File: src/rtl/sd_boot_pkg.sv
// Shared types and constants for the SD boot loader: FSM states, SPI-mode
// token values, block geometry and abort codes.
package sd_boot_pkg;

   typedef enum logic [3:0] {
      S_IDLE,
      S_SEND_CMD,
      S_WAIT_R1,
      S_TOKEN,
      S_DATA,
      S_CRC,
      S_NEXT,
      S_DONE,
      S_ERROR
   } state_t;

   localparam logic [7:0] CMD17_OP   = 8'h51;
   localparam logic [7:0] DATA_TOKEN = 8'hFE;
   localparam logic [7:0] IDLE_BYTE  = 8'hFF;

   localparam int BLOCK_BYTES = 512;
   localparam int CRC_BYTES   = 2;

   localparam logic [2:0] ERR_NONE          = 3'd0;
   localparam logic [2:0] ERR_R1            = 3'd1;
   localparam logic [2:0] ERR_TOKEN_TIMEOUT = 3'd2;
   localparam logic [2:0] ERR_BAD_TOKEN     = 3'd3;
   localparam logic [2:0] ERR_NOT_INIT      = 3'd4;
   localparam logic [2:0] ERR_R1_TIMEOUT    = 3'd5;

   // READ_SINGLE_BLOCK frame; the trailing byte stands in for the CRC, which
   // SPI mode ignores once init is complete.
   function automatic logic [47:0] cmd17_frame(input logic [31:0] blk_addr);
      return {CMD17_OP, blk_addr, IDLE_BYTE};
   endfunction

endpackage

File: src/rtl/sd_byte_packer.sv
// Packs a stream of payload bytes into 32-bit little-endian words and emits a
// registered one-cycle write strobe with the word index on every fourth byte.
module sd_byte_packer
   import sd_boot_pkg::*;
(
   input  logic        clk,
   input  logic        rst,
   input  logic        clear,
   input  logic        byte_valid,
   input  logic [7:0]  byte_data,
   output logic [8:0]  byte_idx,
   output logic        word_we,
   output logic [31:0] word_data,
   output logic [6:0]  word_idx
);

   // NOTE: sequential state uses non-blocking assignments so every register
   // samples its inputs from before the edge.
   always_ff @(posedge clk) begin
      if (rst) begin
         byte_idx  <= '0;
         word_we   <= 1'b0;
         word_data <= '0;
         word_idx  <= '0;
      end else begin
         word_we <= 1'b0;
         if (clear) begin
            byte_idx <= '0;
         end else if (byte_valid) begin
            byte_idx <= byte_idx + 9'd1;
            word_data[{byte_idx[1:0], 3'b000} +: 8] <= byte_data;
            if (byte_idx[1:0] == 2'd3) begin
               word_we  <= 1'b1;
               word_idx <= byte_idx[8:2];
            end
         end
      end
   end

endmodule

File: src/rtl/sd_block_loader.sv
// Boot sequencer: after card init, reads NUM_BLOCKS consecutive SD blocks with
// CMD17 through the SPI byte engine and copies their payload into boot memory.
module sd_block_loader
   import sd_boot_pkg::*;
#(
   parameter logic [31:0] START_BLOCK = 32'd0,
   parameter int          NUM_BLOCKS  = 8,
   parameter int          ADDR_W      = 12,
   parameter int          R1_TIMEOUT  = 4096,
   parameter int          TOKEN_TRIES = 1024
)(
   input  logic              spi_clk_i,
   input  logic              spi_rst_i,
   input  logic              ld_start_i,
   input  logic              spi_initdone_i,
   input  logic              spi_ready_i,
   output logic [47:0]       spi_cmd_o,
   output logic              spi_cmd_valid_o,
   input  logic [7:0]        spi_r1_i,
   input  logic              spi_r1_valid_i,
   output logic              spi_rd_req_o,
   input  logic [7:0]        spi_byte_i,
   input  logic              spi_byte_valid_i,
   output logic              mem_we_o,
   output logic [ADDR_W-1:0] mem_addr_o,
   output logic [31:0]       mem_wdata_o,
   output logic              ld_busy_o,
   output logic              ld_done_o,
   output logic              ld_err_o,
   output logic [2:0]        ld_errcode_o
);

   localparam int R1_W  = $clog2(R1_TIMEOUT + 1);
   localparam int TRY_W = $clog2(TOKEN_TRIES + 1);
   localparam logic [R1_W-1:0]  R1_LAST   = R1_W'(R1_TIMEOUT - 1);
   localparam logic [TRY_W-1:0] TRY_LAST  = TRY_W'(TOKEN_TRIES - 1);
   localparam logic [8:0]       BLK_LAST  = 9'(NUM_BLOCKS - 1);
   localparam logic [8:0]       BYTE_LAST = 9'(BLOCK_BYTES - 1);
   localparam logic [1:0]       CRC_LAST  = 2'(CRC_BYTES - 1);

   state_t            state_q, state_d;
   logic [8:0]        blk_q;
   logic [R1_W-1:0]   r1_timer_q;
   logic [TRY_W-1:0]  tries_q;
   logic [1:0]        crc_cnt_q;
   logic              rd_pend_q;
   logic              done_q, err_q;
   logic [2:0]        errcode_q, errcode_d;

   logic              rd_state, rd_accept, cmd_accept, byte_ok, data_byte, last_byte;
   logic [8:0]        byte_idx;
   logic [6:0]        word_idx;

   // A byte strobe only counts when it answers a read we actually issued;
   // this also drops strobes that were in flight across a reset.
   assign rd_state        = state_q inside {S_TOKEN, S_DATA, S_CRC};
   assign spi_rd_req_o    = rd_state && !rd_pend_q;
   assign rd_accept       = spi_rd_req_o && spi_ready_i;
   assign spi_cmd_valid_o = (state_q == S_SEND_CMD);
   assign cmd_accept      = spi_cmd_valid_o && spi_ready_i;
   assign spi_cmd_o       = spi_cmd_valid_o ? cmd17_frame(START_BLOCK + 32'(blk_q)) : '0;
   assign byte_ok         = spi_byte_valid_i && rd_pend_q;
   assign data_byte       = byte_ok && (state_q == S_DATA);
   assign last_byte       = data_byte && (byte_idx == BYTE_LAST);

   assign ld_busy_o    = (state_q != S_IDLE);
   assign ld_done_o    = done_q;
   assign ld_err_o     = err_q;
   assign ld_errcode_o = errcode_q;
   assign mem_addr_o   = ADDR_W'({blk_q, word_idx});

   sd_byte_packer u_packer (
      .clk        (spi_clk_i),
      .rst        (spi_rst_i),
      .clear      (state_q == S_TOKEN),
      .byte_valid (data_byte),
      .byte_data  (spi_byte_i),
      .byte_idx   (byte_idx),
      .word_we    (mem_we_o),
      .word_data  (mem_wdata_o),
      .word_idx   (word_idx)
   );

   // NOTE: every signal driven here gets a default first, so no path can leave
   // it unassigned and infer a latch.
   always_comb begin
      state_d   = state_q;
      errcode_d = errcode_q;
      case (state_q)
         S_IDLE: begin
            if (ld_start_i) begin
               if (spi_initdone_i) begin
                  state_d   = S_SEND_CMD;
                  errcode_d = ERR_NONE;
               end else begin
                  state_d   = S_ERROR;
                  errcode_d = ERR_NOT_INIT;
               end
            end
         end
         S_SEND_CMD: if (cmd_accept) state_d = S_WAIT_R1;
         S_WAIT_R1: begin
            if (spi_r1_valid_i) begin
               if (spi_r1_i == 8'h00) begin
                  state_d = S_TOKEN;
               end else begin
                  state_d   = S_ERROR;
                  errcode_d = ERR_R1;
               end
            end else if (r1_timer_q >= R1_LAST) begin
               state_d   = S_ERROR;
               errcode_d = ERR_R1_TIMEOUT;
            end
         end
         S_TOKEN: begin
            if (byte_ok) begin
               if (spi_byte_i == DATA_TOKEN) begin
                  state_d = S_DATA;
               end else if (spi_byte_i == IDLE_BYTE) begin
                  if (tries_q >= TRY_LAST) begin
                     state_d   = S_ERROR;
                     errcode_d = ERR_TOKEN_TIMEOUT;
                  end
               end else begin
                  state_d   = S_ERROR;
                  errcode_d = ERR_BAD_TOKEN;
               end
            end
         end
         S_DATA:  if (last_byte) state_d = S_CRC;
         S_CRC:   if (byte_ok && crc_cnt_q == CRC_LAST) state_d = S_NEXT;
         S_NEXT:  state_d = (blk_q == BLK_LAST) ? S_DONE : S_SEND_CMD;
         S_DONE:  state_d = S_IDLE;
         S_ERROR: state_d = S_IDLE;
         default: state_d = S_IDLE;
      endcase
   end

   always_ff @(posedge spi_clk_i) begin
      if (spi_rst_i) begin
         state_q    <= S_IDLE;
         errcode_q  <= ERR_NONE;
         blk_q      <= '0;
         r1_timer_q <= '0;
         tries_q    <= '0;
         crc_cnt_q  <= '0;
         rd_pend_q  <= 1'b0;
         done_q     <= 1'b0;
         err_q      <= 1'b0;
      end else begin
         state_q   <= state_d;
         errcode_q <= errcode_d;

         if (rd_accept)             rd_pend_q <= 1'b1;
         else if (spi_byte_valid_i) rd_pend_q <= 1'b0;

         case (state_q)
            S_IDLE: begin
               if (ld_start_i) begin
                  done_q <= 1'b0;
                  err_q  <= 1'b0;
                  blk_q  <= '0;
               end
            end
            S_SEND_CMD: begin
               r1_timer_q <= '0;
               tries_q    <= '0;
               crc_cnt_q  <= '0;
            end
            S_WAIT_R1: if (r1_timer_q != '1) r1_timer_q <= r1_timer_q + 1'b1;
            S_TOKEN: begin
               if (byte_ok && spi_byte_i == IDLE_BYTE && tries_q != '1)
                  tries_q <= tries_q + 1'b1;
            end
            S_CRC:   if (byte_ok) crc_cnt_q <= crc_cnt_q + 2'd1;
            S_NEXT:  blk_q  <= blk_q + 9'd1;
            S_DONE:  done_q <= 1'b1;
            S_ERROR: err_q  <= 1'b1;
            default: ;
         endcase
      end
   end

endmodule

File: config.mk
export PLATFORM = sky130hd
export DESIGN_NAME = sd_block_loader
export DESIGN_NICKNAME = d
export VERILOG_FILES = /design/src/rtl/sd_boot_pkg.sv /design/src/rtl/sd_byte_packer.sv /design/src/rtl/sd_block_loader.sv
export SDC_FILE = /design/constraint.sdc
export NUM_CORES = 1
export LEC_CHECK = 0
export BUFFER_PORTS_ARGS = -buffer_cell sky130_fd_sc_hd__buf_4
export CAP_MARGIN = 40
export CORE_UTILIZATION = 59
export CTS_BUF_LIST = sky130_fd_sc_hd__clkbuf_8
export DETAILED_ROUTE_END_ITERATION = 16
export HOLD_SLACK_MARGIN = 0.08
export MAX_ROUTING_LAYER = met4
export PLACE_DENSITY = 0.84
export SLEW_MARGIN = 20
export SYNTH_ARGS = -nofsm -noshare
export SYNTH_HDL_FRONTEND = slang
export SYNTH_SLANG_ARGS = --single-unit
File: constraint.sdc
create_clock -name spi_clk_i -period 2.79 [get_ports spi_clk_i]
set_input_delay 0.1395 -clock spi_clk_i [delete_from_list [all_inputs] [get_ports spi_clk_i]]
set_output_delay 0.1395 -clock spi_clk_i [all_outputs]
set_load 0.005 [all_outputs]
==> out/qor.json, run 1 <==
{
  "status": "completed",
  "floorplan.initialDensity_pct": 60.7,
  "core_area_um2": 7730,
  "synth.top_cells.by_area": "sky130_fd_sc_hd__dfxtp_1 40%, sky130_fd_sc_hd__buf_4 7.2%, sky130_fd_sc_hd__nand2_1 6.6%",
  "dr.first_iter.drc_count": 257,
  "worst_ep_required_time_ns": 2.65,
  "library_cell_occupying_the_most_area_in_the_post_synthesis_netlist": "sky130_fd_sc_hd__dfxtp_1",
  "area_growth_pct": 17.1,
  "via_count": 4307,
  "seqPwrFrac_pct": 49.3,
  "place_area_um2": 5220,
  "avgSynthCellArea_um2": 8.15,
  "num_rows": 32,
  "final_period_minus_worst_setup_slack_ns": 2.42,
  "design.die.area_um2": 8310,
  "top_level_ports": 124,
  "antenna_violations_before_repair": 0,
  "max_cap_violations": 0,
  "ant_nets": 0,
  "netlist.area_leader.share_pct": 40.1,
  "post_synth_num_cell_types": 57,
  "finalSetupViolations": 0,
  "syn-instance-count": 576,
  "max_slew.worst_pin.slew_ns": 0.814,
  "achievable-frequency_mhz": 414,
  "maximum_number_of_pins_on_one_net_before_global_route_repair": 63,
  "setup.worst_path.end_class": "output port",
  "cts.root.buffer_cell": "sky130_fd_sc_hd__clkbuf_8",
  "p_sw_share_pct": 32.5,
  "timing.final.hold_violations": 0,
  "drive_above_1_share_pct": 19.4,
  "first_global_vias": 3965,
  "number_of_enable_flip_flop_cells_after_synthesis": 0,
  "syn_area_um2": 4690,
  "layout.cells.non_filler": 761,
  "cts.path.max_buffers": 2,
  "drt_drc_violations_left": 0,
  "clock_tree_from_tritoncts": "done",
  "hold_path.class": "input pin to flip-flop",
  "htreeDepth": 3,
  "detail_route.vias_per_cell": 5.66,
  "fp.dieH_um": 91.2,
  "critical-path-slowest-cell": "sky130_fd_sc_hd__dfxtp_1",
  "rsz0062_at_grt": "false",
  "globalRoute.totalOverflow": 0,
  "setup_slack_ns": 0.373,
  "yosys_warn_count": 0,
  "fin_worst_hold_slack_ns": 0.115,
  "totalPowerFinal_mw": 2.99,
  "timing.clock.skew_ns": 0.0123,
  "synth.ff_latch_count": 94,
  "place_worst_setup_slack_ns": 0.544,
  "cp_data_arrival_time_ns": 2.28,
  "drt-pass1-iter-count": 5,
  "postSynth.topFlopCell": "sky130_fd_sc_hd__dfxtp_1",
  "clock_latency_ns": 0.37,
  "power.share.combinational_pct": 22.1,
  "timing.max_slew.rel_slack_pct": 45.6,
  "slew_viol_final": 0,
  "worstSetupPathType": "flip-flop to output port",
  "clock_power_share_pct": 28.6,
  "groute.usage.overall_pct": 27.6,
  "synth.yosys.seq_area_share_pct": 40.1,
  "nets": 687,
  "setup_total_negative_slack_ns": 0,
  "worst_ir_drop_vdd_uv": 376,
  "crit_path_frequent_cell": "sky130_fd_sc_hd__buf_4",
  "port-buffer-count": 95,
  "asyncSetResetFlopFracSynth_pct": 0,
  "cp.buffers_inverters": 3,
  "clk_pin_slew_worst_paths_ns": 0.09,
  "die_width_um": 91.2,
  "power_switching_mw": 0.973,
  "grt_first_pass_wirelength_mm": 18.2,
  "cts_sinks": 94,
  "timing.critical_path.fanout_max": 23,
  "critical_path.top_delay_family": "flip-flops",
  "max_stage_delay_ns": 0.80,
  "power.internal_mw": 2.02,
  "regToRegSetupSlack_ns": 0.50,
  "final_core_utilization_pct": 71.1,
  "power.density_nw_per_um2": 544,
  "detail_route.wirelength_mm": 10.9,
  "antennaDiodeCount": 0,
  "min_period_over_period_pct": 86.6,
  "cts_buffers": 9,
  "gp_routability_congestion": 0.884,
  "p_leak_nw": 2.15,
  "place_inst": 736,
  "postLayoutCellArea_um2": 5500,
  "startpoint_class": "flip-flop",
  "post-dp-hpwl_mm": 7.59,
  "route.detailed.wl_per_inst_um": 14.3,
  "critical_path.cell_chain": "nand3_1, buf_4, inv_1, and2_1, buf_4",
  "cts_resized": 0
}
-- state kept, by name (all words and copies together), names as in the netlist --
name	count
u_packer.word_data	32
r1_timer_q	13
tries_q	11
blk_q	9
u_packer.byte_idx	9
u_packer.word_idx	7
state_q	4
ld_errcode_o	3
crc_cnt_q	2
ld_done_o	1
ld_err_o	1
rd_pend_q	1
u_packer.word_we	1
-- path summary, 6_finish.rpt --
kind,from,endpoint,depth (start not counted)
setup / recovery,state_q[0],spi_cmd_o[15],5
hold / removal,spi_byte_valid_i,rd_pend_q,4
setup reg to reg,state_q[0],tries_q[9],5
hold reg to reg,u_packer.word_idx[2],u_packer.word_idx[2],2
-- routing by layer --
| metal | global-route usage [%] | vias to the layer above | part of all wire (%) |
|---|---|---|---|
| li1 | - | 2114 | - |
| met1 | 33.1 | 2006 | 42 |
| met2 | 45.8 | 168 | 49 |
| met3 | 5.28 | 19 | 6.6 |
| met4 | 11.0 | 0 | 2.1 |
| met5 | - | - | 0 |
-- logic make-up after synthesis --
| kind of cell | Yosys count | synth area share (%) |
|---|---|---|
| buf+inv | 79 | 10.4 |
| fa+ha+maj | 10 | 2.67 |
| flops | 94 | 40.1 |
| compound gates | 111 | 14.1 |
| simple gates | 258 | 28.1 |
| xor+xnor | 15 | 2.80 |
| other cells | 1 | 0.0799 |
| mux | 8 | 1.76 |
-- cell usage after synthesis (7+ instances only) --
library cell and instances:
sky130_fd_sc_hd__nor3_1 8, sky130_fd_sc_hd__inv_1 7, sky130_fd_sc_hd__and2_1 13, sky130_fd_sc_hd__nor2_1 47
sky130_fd_sc_hd__clkbuf_1 15, sky130_fd_sc_hd__or3_1 14, sky130_fd_sc_hd__xor2_1 9, sky130_fd_sc_hd__ha_1 10
sky130_fd_sc_hd__buf_2 7, sky130_fd_sc_hd__dfxtp_1 94, sky130_fd_sc_hd__nand2_1 83, sky130_fd_sc_hd__nand4_1 33
sky130_fd_sc_hd__a31oi_1 7, sky130_fd_sc_hd__buf_4 45, sky130_fd_sc_hd__a21oi_1 61, sky130_fd_sc_hd__o21ai_0 18
sky130_fd_sc_hd__nand3_1 29
-- placed cells by master, fill, tap and decap left out, drive strengths merged, types with 6 or more instances in the layout --
master,count
nand2,83
buf,101
dfxtp,94
xnor2,6
or3,14
o21ai,18
and4,7
nand3,30
xor2,9
nand4,33
nor2,47
ha,10
inv,12
conb,28
a31oi,7
clkbuf,10
mux2i,6
dlygate4sd3,9
a21oi,61
nor3,9
and2,13
-- tightest hold or removal path: stages --
cell                      delay (ns)
sky130_fd_sc_hd__buf_4          0.11
sky130_fd_sc_hd__nor2b_1        0.04
sky130_fd_sc_hd__a21oi_1        0.10
sky130_fd_sc_hd__nor2_1         0.05
-- power by group through the flow --
stage	sequential [mW]	combinational, mW	clock, mW
2_1_floorplan	1.43	0.552	0
3_3_place_gp	1.50	0.628	0
3_5_place_dp	1.50	0.645	0
4_1_cts	1.47	0.656	0.866
5_1_grt	1.48	0.729	0.919
6_report	1.47	0.660	0.855
-- timing repair --
item                                   4_1_cts  5_1_grt
setup buffers                                0        0
hold buffers                                 9        0
endpoints found under the hold margin       21        0
-- final cells by class --
cell class              count  area (um^2)
clock inverters             6         45.0
repair buffers            110          848
multi-input cells         430         2420
flip-flops and latches     94         1880
inverters                   9         33.8
well taps                 102          128
clock buffers              10          138
fillers                   589         2230
Note: power is estimated with default switching activity, not from simulation.
==> run 2: changes to the inputs <==
--- a/config.mk
+++ b/config.mk
@@ -12,7 +12,7 @@
 export DETAILED_ROUTE_END_ITERATION = 16
 export HOLD_SLACK_MARGIN = 0.08
 export MAX_ROUTING_LAYER = met4
-export PLACE_DENSITY = 0.84
+export PLACE_DENSITY = 0.95
 export SLEW_MARGIN = 20
 export SYNTH_ARGS = -nofsm -noshare
 export SYNTH_HDL_FRONTEND = slang
==> run 2 against run 1 <==
  * Critical path depth did not move
  * Non-clock buffer count fell by 5
  * First-iteration DRC count rose by 10%
  * Clock power rose by 27%
  * Global-route usage rose by 1.2 points
  * Highest routed layer unchanged
  * Flip-flop and latch count did not move
  * Final cell count fell by 0.66%
==> out/qor.json, run 2 (synthesis results as in run 1) <==
{
  "htreeDepth": {"value": 3, "change": "unchanged"},
  "cts.path.max_buffers": {"value": 2, "change": "unchanged"},
  "design.die.area": {"value": 8310, "unit": "um^2", "change": "unchanged"},
  "achievable-frequency": {"value": 402, "unit": "MHz", "change": "was 414 MHz"},
  "max_slew.worst_pin.slew": {"value": 0.859, "unit": "ns", "change": "was 0.814 ns"},
  "cts_buffers": {"value": 9, "change": "unchanged"},
  "gp_routability_congestion": {"value": 0.938, "change": "was 0.884"},
  "dr.first_iter.drc_count": {"value": 283, "change": "was 257"},
  "post-dp-hpwl": {"value": 7.87, "unit": "mm", "change": "was 7.59 mm"},
  "globalRoute.totalOverflow": {"value": 0, "change": "unchanged"},
  "setup.worst_path.end_class": {"value": "output port", "change": "unchanged"},
  "timing.clock.skew": {"value": 0.0131, "unit": "ns", "change": "was 0.0123 ns"},
  "fin_worst_hold_slack": {"value": 0.0859, "unit": "ns", "change": "was 0.115 ns"},
  "route.detailed.wl_per_inst": {"value": 15.4, "unit": "um", "change": "was 14.3 um"},
  "power.density": {"value": 587, "unit": "nW/um^2", "change": "was 544 nW/um^2"},
  "min_period_over_period": {"value": 89.1, "unit": "%", "change": "was 86.6%"},
  "grt_first_pass_wirelength": {"value": 18.9, "unit": "mm", "change": "was 18.2 mm"},
  "final_period_minus_worst_setup_slack": {"value": 2.49, "unit": "ns", "change": "was 2.42 ns"},
  "drt-pass1-iter-count": {"value": 5, "change": "unchanged"},
  "drive_above_1_share": {"value": 19.6, "unit": "%", "change": "was 19.4%"},
  "mostFrequentLayoutCell": {"value": "sky130_fd_sc_hd__buf_4", "change": "unchanged"},
  "clk_pin_slew_worst_paths": {"value": 0.09, "unit": "ns", "change": "about the same"},
  "commonest_cells_after_routing_fill_and_taps_aside": {"value": "101 x sky130_fd_sc_hd__buf_4, 94 x sky130_fd_sc_hd__dfxtp_1, 83 x sky130_fd_sc_hd__nand2_1, 61 x sky130_fd_sc_hd__a21oi_1, 47 x sky130_fd_sc_hd__nor2_1", "change": "unchanged"},
  "clock_latency": {"value": 0.37, "unit": "ns", "change": "about the same"},
  "maximum_number_of_pins_on_one_net_before_global_route_repair": {"value": 62, "change": "was 63"},
  "met3RoutedLength": {"value": 760, "unit": "um", "change": "was 714 um"},
  "hold_path.class": {"value": "input pin to flip-flop", "change": "unchanged"},
  "timing.max_slew.rel_slack": {"value": 42.3, "unit": "%", "change": "was 45.6%"},
  "clock_tree_from_tritoncts": {"value": "done", "change": "unchanged"},
  "floorplan.initialDensity": {"value": 60.7, "unit": "%", "change": "unchanged"},
  "timing.critical_path.fanout_max": {"value": 23, "change": "unchanged"},
  "groute.usage.overall": {"value": 28.8, "unit": "%", "change": "was 27.6%"},
  "rsz0062_at_grt": {"value": "false", "change": "unchanged"},
  "die_width": {"value": 91.2, "unit": "um", "change": "unchanged"},
  "startpoint_class": {"value": "flip-flop", "change": "unchanged"},
  "cp_data_arrival_time": {"value": 2.35, "unit": "ns", "change": "was 2.28 ns"},
  "cts.root.buffer_cell": {"value": "sky130_fd_sc_hd__clkbuf_8", "change": "unchanged"},
  "via_count": {"value": 4415, "change": "was 4307"},
  "cts_resized": {"value": 0, "change": "unchanged"},
  "top_layer_used": {"value": "met4", "change": "unchanged"},
  "largest_register_ffs": {"value": 32, "change": "unchanged"},
  "antennaDiodeCount": {"value": 0, "change": "unchanged"},
  "worst_ep_required_time": {"value": 2.65, "unit": "ns", "change": "about the same"},
  "p_leak": {"value": 2.15, "unit": "nW", "change": "about the same"},
  "met2_wirelength": {"value": 5.78, "unit": "mm", "change": "was 5.39 mm"},
  "finalSetupViolations": {"value": 0, "change": "unchanged"},
  "met1Wirelength": {"value": 4.84, "unit": "mm", "change": "was 4.56 mm"},
  "filler_cell_count": {"value": 596, "change": "was 589"},
  "core_area": {"value": 7730, "unit": "um^2", "change": "unchanged"},
  "reg_top3": {"value": "u_packer.word_data x32, r1_timer_q x13, tries_q x11", "change": "unchanged"},
  "max_cap_violations": {"value": 0, "change": "unchanged"},
  "setup_total_negative_slack": {"value": 0, "unit": "ns", "change": "unchanged"},
  "detail_route.vias_per_cell": {"value": 5.84, "change": "was 5.66"},
  "slew_viol_final": {"value": 0, "change": "unchanged"},
  "worst_ir_drop_vdd": {"value": 304, "unit": "uV", "change": "was 376 uV"},
  "area_growth": {"value": 17.4, "unit": "%", "change": "was 17.1%"},
  "detail_route.wirelength": {"value": 11.7, "unit": "mm", "change": "was 10.9 mm"},
  "first_global_vias": {"value": 4196, "change": "was 3965"},
  "port-buffer-count": {"value": 95, "change": "unchanged"},
  "num_rows": {"value": 32, "change": "unchanged"},
  "status": {"value": "completed", "change": "unchanged"},
  "antenna_violations_before_repair": {"value": 0, "change": "unchanged"},
  "cts_sinks": {"value": 94, "change": "unchanged"},
  "timing.final.hold_violations": {"value": 0, "change": "unchanged"},
  "drt_drc_violations_left": {"value": 0, "change": "unchanged"},
  "worstSetupPathType": {"value": "flip-flop to output port", "change": "unchanged"},
  "fp.dieH": {"value": 91.2, "unit": "um", "change": "unchanged"},
  "top_level_ports": {"value": 124, "change": "unchanged"},
  "biggest_register": {"value": "u_packer.word_data", "change": "unchanged"},
  "nets": {"value": 682, "change": "was 687"},
  "ant_nets": {"value": 0, "change": "unchanged"}
}
==> run 2: cell types whose count changed in the layout (fill, tap and decap cells not counted), sizes merged <==
cell         before  now
clkinv            2    1
clkbuf           10    9
dlygate4sd3       9    4
bufinv            0    3
inv              12   11
==> run 2: worst max-delay path, cell delays in order, from the launching register on <==
cell	delay, ns
sky130_fd_sc_hd__dfxtp_1	0.80
sky130_fd_sc_hd__nand3_1	0.14
sky130_fd_sc_hd__buf_4	0.21
sky130_fd_sc_hd__inv_1	0.47
sky130_fd_sc_hd__and2_1	0.24
sky130_fd_sc_hd__buf_4	0.11
==> run 2: area by class of cell <==
cell class | instances | area, um^2 | share of cell area (%)
Clock buffer | 9 | 124 | 2.25
Clock inverter | 7 | 119 | 2.16
Inverter | 9 | 33.8 | 0.613
Multi-Input combinational cell | 430 | 2420 | 44.0
Sequential cell | 94 | 1880 | 34.2
Tap cell | 102 | 128 | 2.32
Timing Repair Buffer | 105 | 798 | 14.5
==> run 2: worst paths after layout <==
check / start / endpoint / slack [ns] / cells after the start
max: state_q[0] / spi_cmd_o[16] / 0.30 / 5
min: spi_byte_i[6] / u_packer.word_data[22] / 0.09 / 3
max reg2reg: state_q[0] / state_q[1] / 0.48 / 6
min reg2reg: u_packer.word_idx[2] / u_packer.word_idx[2] / 0.46 / 2
==> run 2: timing repair <==
| item | 4_1_cts | 5_1_grt |
|---|---|---|
| hold buffers | 4 | 0 |
| buffers inserted | 0 | 0 |
| hold endpoints to repair | 5 | 0 |
| setup endpoints to repair | 0 | 0 |
==> run 2: stage by stage <==
| stage | std cells | utilization, % | area, um^2 | setup WS (ns) | total power [mW] |
|---|---|---|---|---|---|
| finish | 756 | 71.3 | 5510 | 0.305 | 3.23 |
| global route | 756 | 71.3 | 5510 | 0.0691 | 3.37 |
| CTS | 756 | 71.3 | 5510 | 0.349 | 3.22 |
| detailed placement | 736 | 67.6 | 5220 | 0.582 | 2.14 |
| global placement | 736 | 67.6 | 5220 | 0.630 | 2.13 |
| floorplan | 603 | - | 4790 | 0.924 | 1.98 |
==> run 2: per-layer routing <==
metal	track usage (%)	vias to the layer above
met5	-	-
met4	11.4	0
li1	-	2107
met3	4.10	35
met1	33.8	2067
met2	49.7	206
==> run 2: power by group <==
part           switching, mW  internal (mW)  total, mW
combinational          0.392          0.276      0.668
clock                  0.493          0.599       1.09
sequential            0.0934           1.38       1.47
total                  0.979           2.25       3.23
==> run 3: changes to the inputs <==
--- a/config.mk
+++ b/config.mk
@@ -7,12 +7,11 @@
 export LEC_CHECK = 0
 export BUFFER_PORTS_ARGS = -buffer_cell sky130_fd_sc_hd__buf_4
 export CAP_MARGIN = 40
-export CORE_UTILIZATION = 59
-export CTS_BUF_LIST = sky130_fd_sc_hd__clkbuf_8
+export CORE_UTILIZATION = 57
 export DETAILED_ROUTE_END_ITERATION = 16
 export HOLD_SLACK_MARGIN = 0.08
 export MAX_ROUTING_LAYER = met4
-export PLACE_DENSITY = 0.95
+export PLACE_DENSITY = 0.94
 export SLEW_MARGIN = 20
 export SYNTH_ARGS = -nofsm -noshare
 export SYNTH_HDL_FRONTEND = slang
==> run 3 against run 2 <==
  * Hold slack gained 0.015 ns
  * Flip-flop and latch count is the same
  * Routed wire length shrank 0.73%
  * Non-clock buffer count grew 2
  * Maximum frequency shrank 3.2%
  * Largest cell class unchanged
  * Largest power group unchanged
==> out/qor.json, run 3 (synthesis results as in run 1) <==
{
  "fin_worst_hold_slack": {"value": 0.100, "unit": "ns", "change": "was 0.0859 ns"},
  "drt_drc_violations_left": {"value": 0, "change": "unchanged"},
  "seqPwrFrac": {"value": 47.0, "unit": "%", "change": "was 45.6%"},
  "multi_input_gate_area": {"value": 2420, "unit": "um^2", "change": "unchanged"},
  "min_period_over_period": {"value": 92.0, "unit": "%", "change": "was 89.1%"},
  "maximum_number_of_pins_on_one_net_before_global_route_repair": {"value": 62, "change": "unchanged"},
  "max_slew.worst_pin.slew": {"value": 0.845, "unit": "ns", "change": "was 0.859 ns"},
  "cts.root.buffer_cell": {"value": "sky130_fd_sc_hd__clkbuf_8", "change": "unchanged"},
  "place_worst_setup_slack": {"value": 0.517, "unit": "ns", "change": "was 0.582 ns"},
  "area.sequential": {"value": 1880, "unit": "um^2", "change": "unchanged"},
  "postCtsSetupBuffers": {"value": 0, "change": "unchanged"},
  "timing.final.hold_violations": {"value": 0, "change": "unchanged"},
  "worst_hold_path.num_cells": {"value": 3, "change": "unchanged"},
  "timing.max_slew.rel_slack": {"value": 43.2, "unit": "%", "change": "was 42.3%"},
  "worst_ep_required_time": {"value": 2.65, "unit": "ns", "change": "about the same"},
  "commonest_cells_after_routing_fill_and_taps_aside": {"value": "100 x sky130_fd_sc_hd__buf_4, 94 x sky130_fd_sc_hd__dfxtp_1, 83 x sky130_fd_sc_hd__nand2_1, 61 x sky130_fd_sc_hd__a21oi_1, 47 x sky130_fd_sc_hd__nor2_1", "change": "was 101 x sky130_fd_sc_hd__buf_4, 94 x sky130_fd_sc_hd__dfxtp_1, 83 x sky130_fd_sc_hd__nand2_1, 61 x sky130_fd_sc_hd__a21oi_1, 47 x sky130_fd_sc_hd__nor2_1"},
  "power.share.combinational": {"value": 21.3, "unit": "%", "change": "was 20.7%"},
  "critical_path.reg2reg.startpoint": {"value": "state_q[0]", "change": "unchanged"},
  "cp_data_arrival_time": {"value": 2.43, "unit": "ns", "change": "was 2.35 ns"},
  "final_period_minus_worst_setup_slack": {"value": 2.57, "unit": "ns", "change": "was 2.49 ns"},
  "timing.critical_path.to": {"value": "spi_cmd_o[15]", "change": "was spi_cmd_o[16]"},
  "regToRegSetupSlack": {"value": 0.44, "unit": "ns", "change": "was 0.48 ns"},
  "globalRoute.totalOverflow": {"value": 0, "change": "unchanged"},
  "reg_top3": {"value": "u_packer.word_data x32, r1_timer_q x13, tries_q x11", "change": "unchanged"},
  "post-dp-hpwl": {"value": 8.04, "unit": "mm", "change": "was 7.87 mm"},
  "gp_routability_congestion": {"value": 0.912, "change": "was 0.938"},
  "postLayoutCellArea": {"value": 5500, "unit": "um^2", "change": "was 5510 um^2"},
  "port-buffer-count": {"value": 95, "change": "unchanged"},
  "fp.dieH": {"value": 92.7, "unit": "um", "change": "was 91.2 um"},
  "via_count": {"value": 4476, "change": "was 4415"},
  "drive_above_1_share": {"value": 19.2, "unit": "%", "change": "was 19.6%"},
  "detail_route.vias_per_cell": {"value": 5.91, "change": "was 5.84"},
  "setup.worst_path.end_class": {"value": "output port", "change": "unchanged"},
  "achievable-frequency": {"value": 390, "unit": "MHz", "change": "was 402 MHz"},
  "postCtsHoldBufs": {"value": 7, "change": "was 4"},
  "cts_sinks": {"value": 94, "change": "unchanged"},
  "nets": {"value": 684, "change": "was 682"},
  "startpoint_class": {"value": "flip-flop", "change": "unchanged"},
  "max_cap_violations": {"value": 0, "change": "unchanged"},
  "top_level_ports": {"value": 124, "change": "unchanged"},
  "timing.critical_path.fanout_max": {"value": 23, "change": "unchanged"},
  "worstReg2RegEnd": {"value": "tries_q[5]", "change": "was state_q[1]"},
  "htreeDepth": {"value": 3, "change": "unchanged"},
  "layout.cells.non_filler": {"value": 758, "change": "was 756"},
  "design.die.area": {"value": 8600, "unit": "um^2", "change": "was 8310 um^2"},
  "first_global_vias": {"value": 4176, "change": "was 4196"},
  "timing.reg2reg.worst_path_depth": {"value": 5, "change": "was 6"},
  "place_inst": {"value": 735, "change": "was 736"},
  "final_core_utilization": {"value": 70.1, "unit": "%", "change": "was 71.3%"},
  "cts.path.max_buffers": {"value": 2, "change": "unchanged"},
  "clock_latency": {"value": 0.37, "unit": "ns", "change": "about the same"},
  "route.detailed.wl_per_inst": {"value": 15.3, "unit": "um", "change": "was 15.4 um"},
  "ant_nets": {"value": 0, "change": "unchanged"},
  "core_area": {"value": 7850, "unit": "um^2", "change": "was 7730 um^2"},
  "area_growth": {"value": 17.2, "unit": "%", "change": "was 17.4%"},
  "setup_total_negative_slack": {"value": 0, "unit": "ns", "change": "unchanged"},
  "place_area": {"value": 5220, "unit": "um^2", "change": "about the same"},
  "hold_path.class": {"value": "input pin to flip-flop", "change": "unchanged"},
  "p_sw_share": {"value": 30.9, "unit": "%", "change": "was 30.3%"},
  "totalPowerFinal": {"value": 3.14, "unit": "mW", "change": "was 3.23 mW"},
  "startpoint": {"value": "state_q[0]", "change": "unchanged"},
  "rsz0062_at_grt": {"value": "false", "change": "unchanged"},
  "finalSetupViolations": {"value": 0, "change": "unchanged"},
  "cts_buffers": {"value": 9, "change": "unchanged"},
  "p_leak": {"value": 2.14, "unit": "nW", "change": "was 2.15 nW"},
  "grt_first_pass_wirelength": {"value": 18.9, "unit": "mm", "change": "about the same"},
  "status": {"value": "completed", "change": "unchanged"},
  "clock_tree_from_tritoncts": {"value": "done", "change": "unchanged"},
  "drt-pass1-iter-count": {"value": 5, "change": "unchanged"},
  "cts_resized": {"value": 0, "change": "unchanged"},
  "floorplan.initialDensity": {"value": 59.8, "unit": "%", "change": "was 60.7%"},
  "setup_slack": {"value": 0.223, "unit": "ns", "change": "was 0.305 ns"},
  "slew_viol_final": {"value": 0, "change": "unchanged"},
  "clk_pin_slew_worst_paths": {"value": 0.09, "unit": "ns", "change": "about the same"},
  "mostFrequentLayoutCell": {"value": "sky130_fd_sc_hd__buf_4", "change": "unchanged"},
  "antennaDiodeCount": {"value": 0, "change": "unchanged"},
  "antenna_violations_before_repair": {"value": 0, "change": "unchanged"},
  "dr.first_iter.drc_count": {"value": 250, "change": "was 283"},
  "power.internal": {"value": 2.17, "unit": "mW", "change": "was 2.25 mW"},
  "filler_cell_count": {"value": 610, "change": "was 596"},
  "die_width": {"value": 92.7, "unit": "um", "change": "was 91.2 um"},
  "timing.clock.skew": {"value": 0.00752, "unit": "ns", "change": "was 0.0131 ns"},
  "biggest_register": {"value": "u_packer.word_data", "change": "unchanged"},
  "detail_route.wirelength": {"value": 11.6, "unit": "mm", "change": "was 11.7 mm"},
  "power_switching": {"value": 0.967, "unit": "mW", "change": "was 0.979 mW"},
  "clock_power_share": {"value": 31.6, "unit": "%", "change": "was 33.8%"},
  "num_rows": {"value": 32, "change": "unchanged"},
  "power.density": {"value": 570, "unit": "nW/um^2", "change": "was 587 nW/um^2"},
  "groute.usage.overall": {"value": 28.2, "unit": "%", "change": "was 28.8%"},
  "largest_register_ffs": {"value": 32, "change": "unchanged"},
  "worst_ir_drop_vdd": {"value": 356, "unit": "uV", "change": "was 304 uV"},
  "hold_crit_start": {"value": "spi_byte_i[1]", "change": "was spi_byte_i[6]"},
  "worstSetupPathType": {"value": "flip-flop to output port", "change": "unchanged"}
}
-- run 3: changes by cell type in the layout (fill, tap and decap cells not counted) --
cell	before	now
sky130_fd_sc_hd__dlygate4sd3_1	4	7
sky130_fd_sc_hd__clkbuf_1	0	2
sky130_fd_sc_hd__inv_1	8	7
sky130_fd_sc_hd__buf_4	101	100
sky130_fd_sc_hd__inv_6	2	1
sky130_fd_sc_hd__clkinv_2	0	1
sky130_fd_sc_hd__clkinvlp_4	1	0
sky130_fd_sc_hd__clkinv_4	0	1
sky130_fd_sc_hd__bufinv_16	3	2
-- run 3: cell type report --
cell class | count | share of cell area (%)
flip-flops and latches | 94 | 34.2
clock inverters | 5 | 1.50
clock buffers | 11 | 2.39
inverters | 9 | 0.614
multi-input cells | 430 | 44.0
well taps | 102 | 2.32
repair buffers | 107 | 14.9
-- run 3: worst min path at each step --
| stage | endpoint | slack, ns |
|---|---|---|
| floorplan | rd_pend_q | 0.28 |
| global placement | rd_pend_q | 0.41 |
| detailed placement | rd_pend_q | 0.42 |
| CTS | u_packer.word_data[19] | 0.08 |
| global route | u_packer.word_data[27] | 0.11 |
| finish | u_packer.word_data[9] | 0.10 |
-- run 3: metal layers --
layer	global-route usage (%)	share of wire (%)	wire [um]
met4	14.0	2.9	333
met2	46.9	51	5880
met1	33.4	39	4470
met3	4.11	7.9	912
met5	-	0	0
-- run 3: power groups by stage --
stage	clock, mW	combinational (mW)	sequential [mW]
after floorplan	0	0.552	1.43
after global placement	0	0.639	1.50
after detailed placement	0	0.647	1.50
after CTS	0.999	0.656	1.47
after global routing	1.05	0.734	1.48
final	0.991	0.669	1.47
-- run 3: critical path: stages (launching register included) --
cell	delay, ns
sky130_fd_sc_hd__dfxtp_1	0.83
sky130_fd_sc_hd__nand3_1	0.15
sky130_fd_sc_hd__buf_4	0.21
sky130_fd_sc_hd__inv_1	0.48
sky130_fd_sc_hd__and2_1	0.24
sky130_fd_sc_hd__buf_4	0.12
